==> config.mk <==
export PLATFORM = sky130hd
export DESIGN_NAME = mem_arbiter
export DESIGN_NICKNAME = d
export VERILOG_FILES = /design/src/rtl/mem_arbiter.sv
export SDC_FILE = /design/constraint.sdc
export NUM_CORES = 1
export LEC_CHECK = 0
export BUFFER_PORTS_ARGS = -buffer_cell sky130_fd_sc_hd__buf_2
export CELL_PAD_IN_SITES_DETAIL_PLACEMENT = 1
export CELL_PAD_IN_SITES_GLOBAL_PLACEMENT = 1
export CORE_AREA = 5 5 175 177
export DETAILED_ROUTE_END_ITERATION = 8
export DIE_AREA = 0 0 180 182
export PLACE_DENSITY_LB_ADDON = 0.1
export SYNTH_ARGS = -nofsm -noshare
export SYNTH_HDL_FRONTEND = slang
export SYNTH_SLANG_ARGS = --single-unit
==> constraint.sdc <==
create_clock -name clock -period 4.43 [get_ports clock]
set_input_delay 0.6645 -clock clock [delete_from_list [all_inputs] [get_ports clock]]
set_output_delay 0.6645 -clock clock [all_outputs]
set_load 0.05 [all_outputs]
==> src/rtl/mem_arbiter.sv <==
// Arbitrates cache requests onto a single memory port and routes returning load data by tag.
// Define MEM_ARB_ROUND_ROBIN_EN for a round-robin grant; otherwise the lowest-index eligible port wins.
module mem_arbiter #(
  parameter int  NUM_PORTS       = 2,
  parameter int  MAX_OUTSTANDING = 4,
  parameter int  XLEN            = 32,
  localparam int CNT_W           = $clog2(MAX_OUTSTANDING + 1)
) (
  input  logic                       clock,
  input  logic                       reset,
  input  logic [NUM_PORTS*2-1:0]     port2arb_command,
  input  logic [NUM_PORTS*XLEN-1:0]  port2arb_addr,
  input  logic [NUM_PORTS*64-1:0]    port2arb_data,
  output logic [NUM_PORTS*4-1:0]     arb2port_response,
  output logic [63:0]                arb2port_data,
  output logic [NUM_PORTS*4-1:0]     arb2port_tag,
  output logic [NUM_PORTS*CNT_W-1:0] arb2port_outstanding,
  output logic [1:0]                 proc2mem_command,
  output logic [XLEN-1:0]            proc2mem_addr,
  output logic [63:0]                proc2mem_data,
  input  logic [3:0]                 mem2proc_response,
  input  logic [63:0]                mem2proc_data,
  input  logic [3:0]                 mem2proc_tag,
  output logic                       arb_err
);

  localparam int PORT_W = $clog2(NUM_PORTS);

  typedef enum logic [1:0] {
    BUS_NONE  = 2'd0,
    BUS_LOAD  = 2'd1,
    BUS_STORE = 2'd2
  } bus_cmd_e;

  logic [15:0]             valid_q, valid_d, valid_eff;
  logic [PORT_W-1:0]       owner_q [16];
  logic [CNT_W-1:0]        cnt_q [NUM_PORTS];
  logic [CNT_W-1:0]        cnt_d [NUM_PORTS];
  logic [CNT_W-1:0]        cnt_eff [NUM_PORTS];
  logic                    err_q, err_d;
  logic [NUM_PORTS-1:0]    eligible;
  logic                    grant_vld;
  logic [PORT_W-1:0]       grant;
  logic                    acc_load, accepted;
  logic                    ret_hit, disp;
  logic [PORT_W-1:0]       ret_port, disp_port;

`ifdef MEM_ARB_ROUND_ROBIN_EN
  logic [PORT_W-1:0]       ptr_q, ptr_d, ptr_eff;
  logic [2*NUM_PORTS-1:0]  rot;
  assign ptr_eff = reset ? ptr_q : '0;
`endif

  // While reset is held the outputs behave as if the state were already cleared.
  assign valid_eff     = reset ? valid_q : '0;
  assign arb2port_data = mem2proc_data;
  assign arb_err       = err_q;

  // NOTE: every variable gets a default at the top of each always_comb, so no path can infer a latch.
  always_comb begin
    eligible             = '0;
    arb2port_outstanding = '0;
    for (int p = 0; p < NUM_PORTS; p++) begin
      cnt_eff[p]  = reset ? cnt_q[p] : '0;
      eligible[p] = (port2arb_command[p*2 +: 2] != BUS_NONE) &&
                    !((port2arb_command[p*2 +: 2] == BUS_LOAD) &&
                      (cnt_eff[p] == CNT_W'(MAX_OUTSTANDING)));
      arb2port_outstanding[p*CNT_W +: CNT_W] = cnt_eff[p];
    end
  end

  always_comb begin
    grant_vld = 1'b0;
    grant     = '0;
`ifdef MEM_ARB_ROUND_ROBIN_EN
    // Doubling the request vector lets a plain shift express the wrap-around search.
    rot = {eligible, eligible} >> ptr_eff;
    for (int i = NUM_PORTS - 1; i >= 0; i--) begin
      if (rot[i]) begin
        grant_vld = 1'b1;
        grant     = PORT_W'((int'(ptr_eff) + i) % NUM_PORTS);
      end
    end
`else
    for (int p = NUM_PORTS - 1; p >= 0; p--) begin
      if (eligible[p]) begin
        grant_vld = 1'b1;
        grant     = PORT_W'(p);
      end
    end
`endif
  end

  always_comb begin
    proc2mem_command  = BUS_NONE;
    proc2mem_addr     = '0;
    proc2mem_data     = '0;
    arb2port_response = '0;
    arb2port_tag      = '0;
    for (int p = 0; p < NUM_PORTS; p++) begin
      if (grant_vld && grant == PORT_W'(p)) begin
        proc2mem_command             = port2arb_command[p*2 +: 2];
        proc2mem_addr                = port2arb_addr[p*XLEN +: XLEN];
        proc2mem_data                = (port2arb_command[p*2 +: 2] == BUS_STORE) ?
                                       port2arb_data[p*64 +: 64] : '0;
        arb2port_response[p*4 +: 4]  = mem2proc_response;
      end
      if (ret_hit && ret_port == PORT_W'(p))
        arb2port_tag[p*4 +: 4] = mem2proc_tag;
    end
  end

  assign accepted  = grant_vld && (mem2proc_response != 4'd0);
  assign acc_load  = accepted && (proc2mem_command == BUS_LOAD);
  assign ret_hit   = (mem2proc_tag != 4'd0) && valid_eff[mem2proc_tag];
  assign ret_port  = owner_q[mem2proc_tag];
  // A same-cycle return of the accepted tag frees the entry first, so it is not a displacement.
  assign disp      = acc_load && valid_eff[mem2proc_response] &&
                     !(ret_hit && mem2proc_tag == mem2proc_response);
  assign disp_port = owner_q[mem2proc_response];

  always_comb begin
    valid_d = valid_eff;
    err_d   = err_q;
    if (mem2proc_tag != 4'd0) begin
      if (ret_hit) valid_d[mem2proc_tag] = 1'b0;
      else         err_d = 1'b1;
    end
    if (acc_load) begin
      valid_d[mem2proc_response] = 1'b1;
      if (disp) err_d = 1'b1;
    end
    for (int p = 0; p < NUM_PORTS; p++) begin
      cnt_d[p] = cnt_eff[p]
               + CNT_W'(acc_load && grant == PORT_W'(p))
               - CNT_W'(ret_hit && ret_port == PORT_W'(p))
               - CNT_W'(disp && disp_port == PORT_W'(p));
    end
`ifdef MEM_ARB_ROUND_ROBIN_EN
    ptr_d = ptr_eff;
    if (accepted)
      ptr_d = (grant == PORT_W'(NUM_PORTS - 1)) ? '0 : grant + PORT_W'(1);
`endif
  end

  // NOTE: state registers are written with non-blocking assignments only.
  always_ff @(posedge clock) begin
    if (!reset) begin
      valid_q <= '0;
      err_q   <= 1'b0;
      for (int p = 0; p < NUM_PORTS; p++) cnt_q[p] <= '0;
`ifdef MEM_ARB_ROUND_ROBIN_EN
      ptr_q   <= '0;
`endif
    end else begin
      valid_q <= valid_d;
      err_q   <= err_d;
      for (int p = 0; p < NUM_PORTS; p++) cnt_q[p] <= cnt_d[p];
`ifdef MEM_ARB_ROUND_ROBIN_EN
      ptr_q   <= ptr_d;
`endif
    end
  end

  // NOTE: the owner field array is not reset; valid_q alone decides whether an entry is meaningful.
  always_ff @(posedge clock) begin
    if (reset && acc_load) owner_q[mem2proc_response] <= grant;
  end

endmodule

== Yosys cells after proc, flatten, opt, wreduce, memory -nomap -nowiden ==
Memories as Yosys holds them, arrays and structs flattened.
Cells that the tools add are included.

* Register bits: 17
* Latch bits: 0
* Memory bits (writable): 22
* ROM bits: 0
* Output and inout port bits: 185
* Logic and storage cells: 97
* Memories kept: 2

* Add/sub/neg operators: 6
* Multiply operators: 0
* Divide/modulo/power cells: 0
* $lt $le $gt $ge: 4
* Eq/ne operators: 8
* Shifts and indexed selects: 0
* Muxes and demuxes: 39
* Bitwise gates (word level): 8
* Reduce and logical (&&, ||, !) cells: 28

{| class="wikitable"
|+ Memory list
! name !! words !! width !! read ports !! clocked after Yosys merged registers in !! write ports !! line !! source
|-
| owner_q || 16 || 1 || 2 || 0 || 1 || 36 || <nowiki>logic [PORT_W-1:0] owner_q [16];</nowiki>
|-
| cnt_q || 2 || 3 || 2 || 0 || 2 || 37 || <nowiki>logic [CNT_W-1:0] cnt_q [NUM_PORTS];</nowiki>
|}

{| class="wikitable"
|+ Operators with widths
! kind !! count
|-
| 2-to-1 mux 64 bit || 4
|-
| 2-to-1 mux 16 bit || 4
|-
| 2-to-1 mux 32 bit || 2
|-
| logical AND 1 bit || 21
|-
| bitwise AND 16 bit || 1
|-
| 2-to-1 mux 4 bit || 4
|-
| inverter 16 bit || 1
|-
| OR 16 bit || 1
|-
| 2-to-1 mux 1 bit || 15
|-
| 2-to-1 mux 3 bit || 4
|-
| subtractor 3 x 1 -> 3 bit || 4
|-
| less-than comparator 4 x 5 -> 1 bit, second input constant || 2
|-
| binary-select mux 1 bit (select 4 bit) || 2
|-
| demux 1 bit (select 4 bit) || 2
|-
| >= comparator 4 x 1 -> 1 bit, second input constant || 2
|-
| nonzero test 4 bit || 2
|-
| adder 3 x 1 -> 3 bit || 2
|-
| == test 2 x 1 -> 1 bit, second input constant || 3
|-
| == test 3 bit, second input constant || 2
|-
| == test 2 bit, second input constant || 2
|-
| == test 4 bit || 1
|-
| 2-to-1 mux 2 bit || 2
|-
| nonzero test 2 bit || 2
|-
| logical NOT 1 bit || 3
|-
| other kinds (2) || 5
|}

== Depth between registers and ports, before layout ==
Gate-level depths: netlist (run 1).

* Depth after elaboration: 18
* Mapped depth: 15
* Gate-level depth less buffers: 12

== Worst setup path after synthesis (run 1) ==
No wires, ideal clock.

* Kind: input to register
* Start point: input mem2proc_tag[0]
* End point: memory cnt_q[0][4] (netlist name)
* Library setup time: 0.115 ns
* Arrival time: 3.111 ns
* Data required time: 4.315 ns
* Setup slack: 1.204 ns
* Stages on the path: 10
* Buffers on the path: 1
* Cell sequence: buf_6 > mux4_2 > mux4_2 > a21boi_4 > and2_1 > fa_1 > inv_1 > ha_1 > ha_1 > and2_1

{| class="wikitable"
|+ RTL lines
! item !! line !! source
|-
| from (decl) || 23 || <nowiki>input logic [3:0] mem2proc_tag,</nowiki>
|-
| to (decl) || 37 ||
|}

== Worst setup path in the final report (run 1) ==
* Start point: input reset
* End point: output proc2mem_data[31]

* Word-level cells in the longest chain between the ends: 11

{| class="wikitable"
|+ Ends and longest elaborated chain
! item !! line !! source
|-
| from (decl) || 10 || <nowiki>input logic reset,</nowiki>
|-
| 2-to-1 mux 3 bit || 64 || <nowiki>cnt_eff[p] = reset ? cnt_q[p] : '0;</nowiki>
|-
| == test 3 bit || 67 || <nowiki>(cnt_eff[p] == CNT_W'(MAX_OUTSTANDING)));</nowiki>
|-
| logical AND 1 bit || 66 || <nowiki>!((port2arb_command[p*2 +: 2] == BUS_LOAD) &&</nowiki>
|-
| logical NOT 1 bit || 66 ||
|-
| logical AND 1 bit || 65 || <nowiki>eligible[p] = (port2arb_command[p*2 +: 2] != BUS_NONE) &&</nowiki>
|-
| 2-to-1 mux 1 bit (2 in a row) || 86 || <nowiki>if (eligible[p]) begin</nowiki>
|-
| inverter 1 bit || 101 || <nowiki>if (grant_vld && grant == PORT_W'(p)) begin</nowiki>
|-
| logical AND 1 bit || 101 ||
|-
| 2-to-1 mux 64 bit || 101 ||
|-
| 2-to-1 mux 64 bit (*) || 101 ||
|-
| to (decl) || 20 || <nowiki>output logic [63:0] proc2mem_data,</nowiki>
|}

Mark *: on every way between the ends. The rest lies on a longest branch, timed or not.

==> results of run 1 <==
flip-flops by register name, summed over array words and instances, names as in the netlist:
signal,cells
arb_err,1
cnt_q,6
owner_q,16
valid_q,16
cell type report:
type | count | area, um2
Tap cell | 390 | 488
Antenna cell | 1 | 2.50
Inverter | 10 | 37.5
Sequential cell | 39 | 941
Clock buffer | 5 | 125
Clock inverter | 3 | 43.8
Multi-Input combinational cell | 284 | 2340
Fill cell | 3405 | 22600
Timing Repair Buffer | 336 | 2480
report_power, final:
| group | leakage, uW | internal [uW] | total [uW] | switching (uW) |
|---|---|---|---|---|
| combinational | 0.00261 | 277 | 774 | 497 |
| sequential | 0.000331 | 383 | 389 | 6.53 |
| clock | 0.0000838 | 266 | 432 | 165 |
| total | 0.00302 | 926 | 1590 | 669 |
critical path, delay by kind of cell:
| family | cells | cell delay [ns] |
|---|---|---|
| buffers and inverters | 3 | 0.59 |
| AOI/OAI and AO/OA | 2 | 0.99 |
| and+or+nand+nor | 3 | 0.72 |
cell usage after synthesis (2+ instances only):
master	instances	share of area
a22o_1	97	0.21
buf_4	65	0.12
and2_1	25	0.039
dfxtp_1	23	0.12
nand2_1	21	0.020
clkbuf_1	20	0.019
nor2_1	19	0.018
buf_2	17	0.021
edfxtp_1	16	0.12
mux4_2	11	0.062
inv_1	10	0.0094
mux2i_1	10	0.025
nand2b_1	9	0.014
nor3_1	7	0.0088
o311ai_0	7	0.015
ha_1	6	0.019
o22ai_1	5	0.0078
a21oi_1	4	0.0050
buf_6	4	0.011
o21ai_1	4	0.0050
xor2_1	4	0.0088
nand3_1	3	0.0038
o211ai_1	3	0.0056
o21ai_0	3	0.0038
o31ai_1	3	0.0056
or3b_1	3	0.0066
xnor2_1	3	0.0066
a21o_1	2	0.0038
a21oi_2	2	0.0044
fa_1	2	0.010
mux2_2	2	0.0056
nand3_2	2	0.0050
nand4_1	2	0.0031
nor2b_1	2	0.0031
nor4_1	2	0.0031
o21bai_1	2	0.0038
stage by stage:
step	setup slack (ns)	cells
2_1_floorplan	1.20	439
3_3_place_gp	0.728	1059
3_5_place_dp	0.685	1059
4_1_cts	0.702	1067
5_1_grt	0.574	1067
6_report	0.762	1068
kinds of logic (layout without fill, tap and decap cells):
group	count (synthesis)	count (layout)	synth area share
AO/OA/AOI/OAI	142	142	0.300
buffers and inverters	116	354	0.183
AND/OR/NAND/NOR	102	102	0.138
flip-flops	39	39	0.235
multiplexers	24	24	0.0992
adder cells (fa/ha/maj)	8	8	0.0288
XOR/XNOR	7	7	0.0153
other	1	2	0.000937
worst paths after layout:
check | endpoint | cells after the start
worst min register to register | valid_q[15]$_SDFF_PN0_ | 2
worst max register to register | cnt_q[0][4]$_SDFF_PN0_ | 9
worst min-delay path | valid_q[15]$_SDFF_PN0_ | 2
worst max-delay path | proc2mem_data[31] | 8
layer usage:
metal,track usage,wire length (um),share of wire,vias to the layer above
met1,0.221,12700,0.42,2200
met3,0.121,4620,0.15,25
met2,0.244,12400,0.41,274
met5,0,0,0,-
li1,-,-,-,2060
met4,0.0171,235,0.0078,0
==> impl_results.md, run 1 <==
- Reg2reg setup slack: 1.39 ns
- Syn Nets: between 700 and 800
- FMAX: between 200 and 300 MHz
- Status: complete, no violations
- Router iterations before antenna repair: 4
- Final Hold Vio Count: 0
- Cell leakage power: approximately 0.0030 uW
- Via count: 4559
- Clock-pin slew on the worst setup and hold paths: roughly 0.07 ns
- Clock H-tree levels: 2
- Area delta synth->final: 61.5%
- PortBufs: 326
- CTS buffer count: 5
- Ports: ~460
- Syn Area/Cell: roughly 9.1 um2
- Most common cell after layout, fill and taps aside: buf_2
- Setup bufs post-CTS: 0
- Critical Path End Type: output port
- Initial Util: 0.138
- Primary FF master, synth: dfxtp_1
- Row Count: 63
- Crit-path cells: buf_2, nand2_1, o31ai_1, nand2b_1, nor3b_2, buf_12, a22o_1, buf_12
- Setup TNS: 0 ns
- Drt wl/cell: ~28 um
- Area after DPL: between 6000 and 7000 um2
- Share of async-settable or async-resettable flops after synthesis: 0
- Clock Tree Buf Depth: 2
- Root Buffer: clkbuf_16
- Total Wirelength: between 30000 and 40000 um
- HP Start: valid_q[15]$_SDFF_PN0_
- #FFs+latches synth: 39
- DP Wirelength: 25800 um
- Fin crit share: 0.828
- Overflow after GRT: 0
- Initial antenna violation count: 1
- Design area: roughly 6500 um2
- ANT nets after route: 0
- Vias in the first global route: 4926
- Die Ht: 182 um
- Core box area: just under 30000 um2
- DRC: 0
- Final core occ: 0.222
- YS warnings: 0
- DR iter-0 viols: ~250
- Worst path slowest cell: o31ai_1
- First-pass GRT wire length: around 40000 um
- Largest net degree at the start of global routing: 55
- Crit Path Max Fanout: 41
- Cell area after synthesis: 4000 um2
- Most frequent cells in the layout: buf_2, a22o_1, buf_12
- Rel. slew slack: 0.543
- WS Path Type: input pin to output port
- Max Slew Vio Count: 0
- Power Dens Cells: between 200 and 250 nW/um2
- RSZ-0062 raised after global routing: false
- Crit path launch: reset
- Clk_lat worst skew: roughly 0.29 ns
- Resized cells post-CTS: 0
- Die ar.: about 33000 um2
- Max-cap violations: 0
- VDD IR max: ~0.00016 V
- Worst hold slack: between 0.5 and 0.6 ns
- Setup-failing EPs final: 0
- Critical R2R Launch: owner_q[14]$_DFFE_PP_
- Final period demand of the worst path: approximately 3.7 ns
- Crit path required time: ~3.8 ns
- Crit start category: input pin
- Count of cell types in the netlist: 55
- Share of cells above drive strength 1: 0.548
- Worst-Margin Slew: 0.679 ns
- Die X: around 180 um
- Tot Pwr: between 1500 and 2000 uW
- CTS hold repair buffers: 0
- Post-layout nets: 954
- CTS tree: done
- Number of flops mapped to enable cells by yosys: 16
- Type of the most critical hold path: flop to flop
- CTS Sinks: 39
- Gr usage total: 0.172
- Synth Instances: 439
- WP data arrival: 3.00 ns
- Clk_skew: 0.00727 ns
- Slowest Stage Delay on Critical Path: 0.57 ns
- Via density: between 4 and 5
- Most common cell type on the critical path: buf_12
- Seq/Total Area, Yosys: 0.235
- GP Congestion: between 0.8 and 0.9
(Power assumes the default switching activity.)
==> inputs of run 2 (changes only) <==
ABC_AREA = 1   (was unset)
CORE_AREA = 5 5 172 174   (was 5 5 175 177)
DIE_AREA = 0 0 177 179   (was 0 0 180 182)
clock period = 3.1 ns   (was 4.43 ns; I/O delays follow)
==> impl_results.md, run 2 <==
- WP data arrival: 3.01 ns (about the same)
- Cell area after synthesis: 4580 um2 (+14%)
- ANT nets after route: 0 (unchanged)
- Crit Path Max Fanout: 17 (-59%)
- GP Congestion: 0.829 (-7.0%)
- Clock power frac: 0.262 (-0.009)
- Max Slew Vio Count: 0 (unchanged)
- Cell leakage power: 0.00405 uW (+34%)
- Diode count: 0 (-1)
- Most frequent cells after synthesis: inv_1, nand2_1, o21ai_0
- Area delta synth->final: 53.7%
- GR Layer Usage met2: 0.284 (+0.0407)
- VDD IR max: 0.000195 V (+23%)
- Most common cell type on the critical path: nand2_1
- Placed cells: 1436 (+36%)
- Met3 usage: 0.0584 (-0.0624)
- Crit path required time: 3.27 ns (-0.50 ns)
- Root Buffer: clkbuf_16
- Fin cells: 1444 (+35%)
- Seq pwr share: 0.236 (-0.008)
- Gr usage total: 0.173 (+0.00110)
- Share of async-settable or async-resettable flops after synthesis: 0 (unchanged)
- DP Wirelength: 25000 um (-3.0%)
- Setup-failing EPs final: 0 (unchanged)
- Die ar.: 31700 um2 (-3.3%)
- Cell taking the most area after synthesis: o21ai_0
- Final period demand of the worst path: 2.84 ns
- Tot Pwr: 2380 uW (+49%)
- PortBufs: 326 (unchanged)
- Most common cell after layout, fill and taps aside: buf_2
- Clock-pin slew on the worst setup and hold paths: 0.06 ns (about the same)
- Synth top area cells: o21ai_0, inv_1, buf_4
- Switching power of the nets: 1060 uW (+59%)
- Ports: 455 (unchanged)
- Total Wirelength: 28700 um (-4.3%)
- Crit start category: input pin
- Setup bufs post-CTS: 0 (unchanged)
- Fin crit share: 0.917
- Setup TNS: 0 ns (unchanged)
- Synth Instances: 751 (+71%)
- Count of cell types in the netlist: 41 (-25%)
- Initial Util: 0.166 (+0.0282)
- Met1 Track Usage GR: 0.224 (+0.00242)
- Slowest Stage Delay on Critical Path: 0.51 ns (-0.06 ns)
- Via count: 5850 (+28%)
- Delay-heaviest family, CP: simple AND/OR/NAND/NOR gates
- Final worst setup slack: 0.257 ns (-0.505 ns)
- FMAX: between 300 and 400 MHz
- Buf/Inv on CP: 3 (unchanged)
- Largest net degree at the start of global routing: 65 (+18%)
- Final Hold Vio Count: 0 (unchanged)
- First-pass GRT wire length: 40900 um (+1.3%)
- Yosys top cell area share: 0.118 (-0.0943)
- Clock Tree Buf Depth: 2 (unchanged)
- Syn Area/Cell: 6.10 um2 (-33%)
- Rel. slew slack: 0.414 (-0.129)
- Type of the most critical hold path: flop to flop
- Worst slack at placement: -0.0615 ns (-0.746 ns)
- Worst-Margin Slew: 0.870 ns (+0.190 ns)
- Clk_skew: 0.0116 ns (+0.00429 ns)
- Drt wl/cell: 19.9 um (-29%)
- Largest regs: owner_q x16, valid_q x16, cnt_q x6
- Post-layout nets: 1343 (+41%)
- Seq/Total Area, Yosys: 0.206 (-0.0297)
- Power share of the combinational group: 0.502 (+0.017)
- Worst path slowest cell: fa_1
- Core box area: 27600 um2 (-5.0%)
- Crit-path cells: buf_2, buf_12, nand2_1, nand2_1, nand2_1, nand2_1, nand2_1, nand2_1, nand2_2, nor2_4, nand3_1, nand2_1, nor2_1, fa_1, inv_1, ha_1, ha_1, xnor2_1, xor2_1, nor2_1
- CTS Sinks: 39 (unchanged)
- CTS hold repair buffers: 0 (unchanged)
- CTS buffer count: 5 (unchanged)
- Dominant cell by count in the synthesized netlist: inv_1
- Router iterations before antenna repair: 4 (unchanged)
- Top Usage Layer GRT: met2
- Resized cells post-CTS: 0 (unchanged)
- Status: complete, no violations
- Critical Path End Type: flop
- Primary FF master, synth: dfxtp_1
- Initial antenna violation count: 5 (+4)
- Row Count: 61 (-3.2%)
- Max-cap violations: 0 (unchanged)
- Vias in the first global route: 6235 (+27%)
- Die Ht: 179 um (-1.6%)
- CTS tree: done
- DR iter-0 viols: 290 (+16%)
- Most frequent cells in the layout: buf_2, inv_1, nand2_1
- Die X: 177 um (-1.7%)
- Syn Nets: 1029 (+44%)
- DRC: 0 (unchanged)
- Clock H-tree levels: 2 (unchanged)
- WS Path Type: input pin to flop
- RSZ-0062 raised after global routing: false
- YS warnings: 0 (unchanged)
- Power Dens Cells: 338 nW/um2 (+37%)
- Overflow after GRT: 0 (unchanged)
- Switching Fraction: 0.447 (+0.0281)
- Share of cells above drive strength 1: 0.436 (-0.112)
- Via density: 4.05 (-5.1%)
- Number of flops mapped to enable cells by yosys: 16 (unchanged)
- Clk_lat worst skew: 0.30 ns (about the same)
- Internal: 1320 uW (+42%)
- #FFs+latches synth: 39 (unchanged)
run 2: through the flow:
stage                     instance area [um2]  hold slack (ns)   util
after CTS                                7040            0.515  0.255
after global routing                     7040            0.576  0.255
after global placement                   6860            0.500  0.248
final                                    7040            0.495  0.255
after floorplan                          4590            0.427      -
after detailed placement                 6860            0.497  0.248
run 2: power by group through the flow:
stage / Combinational [uW] / Sequential (uW) / Clock [uW]
after detailed placement: 1220 / 573 / 0
after floorplan: 920 / 576 / 0
final: 1190 / 561 / 625
after global routing: 1290 / 563 / 654
after global placement: 1210 / 573 / 0
after CTS: 1220 / 561 / 638
run 2: worst paths after layout:
check	startpoint	to	slack (ns)	cells after the start
min reg2reg	valid_q[0]$_SDFF_PN0_	valid_q[0]$_SDFF_PN0_	0.50	2
max	reset	cnt_q[0][5]$_SDFF_PN0_	0.26	20
max reg2reg	cnt_q[0][0]$_SDFF_PN0_	cnt_q[0][5]$_SDFF_PN0_	0.34	15
min	valid_q[0]$_SDFF_PN0_	valid_q[0]$_SDFF_PN0_	0.50	2
run 2: cell type report:
cell class	instances	area (um2)
tap	378	473
fill	3630	20600
clock inverter	3	47.5
clock buffer	5	125
inverter	146	554
multi-input combinational	465	2400
timing repair buffer	408	2490
sequential	39	941
run 2: worst reg2reg max path, delay by kind of cell (launching register included):
kind / cells / cell delay, ns
adders and majority gates: 3 / 0.87
and+or+nand+nor: 8 / 0.75
xor gates and xnor gates: 2 / 0.33
DFF: 1 / 0.31
AOI/OAI and AO/OA: 1 / 0.31
buffers and inverters: 1 / 0.05
run 2: cell families after synthesis:
group,synth area share
simple gates,0.293
buf+inv,0.274
compound gates,0.191
flops,0.206
fa+ha+maj,0.0251
xor+xnor,0.0115
other cells,0.000819
run 2: layer usage:
| layer | routed length, um | vias to the layer above | part of all wire |
|---|---|---|---|
| met5 | 53 | - | 0.0018 |
| met4 | 419 | 8 | 0.015 |
| met3 | 2200 | 36 | 0.077 |
| met2 | 13500 | 209 | 0.47 |
| met1 | 12500 | 2688 | 0.44 |
| li1 | - | 2909 | - |
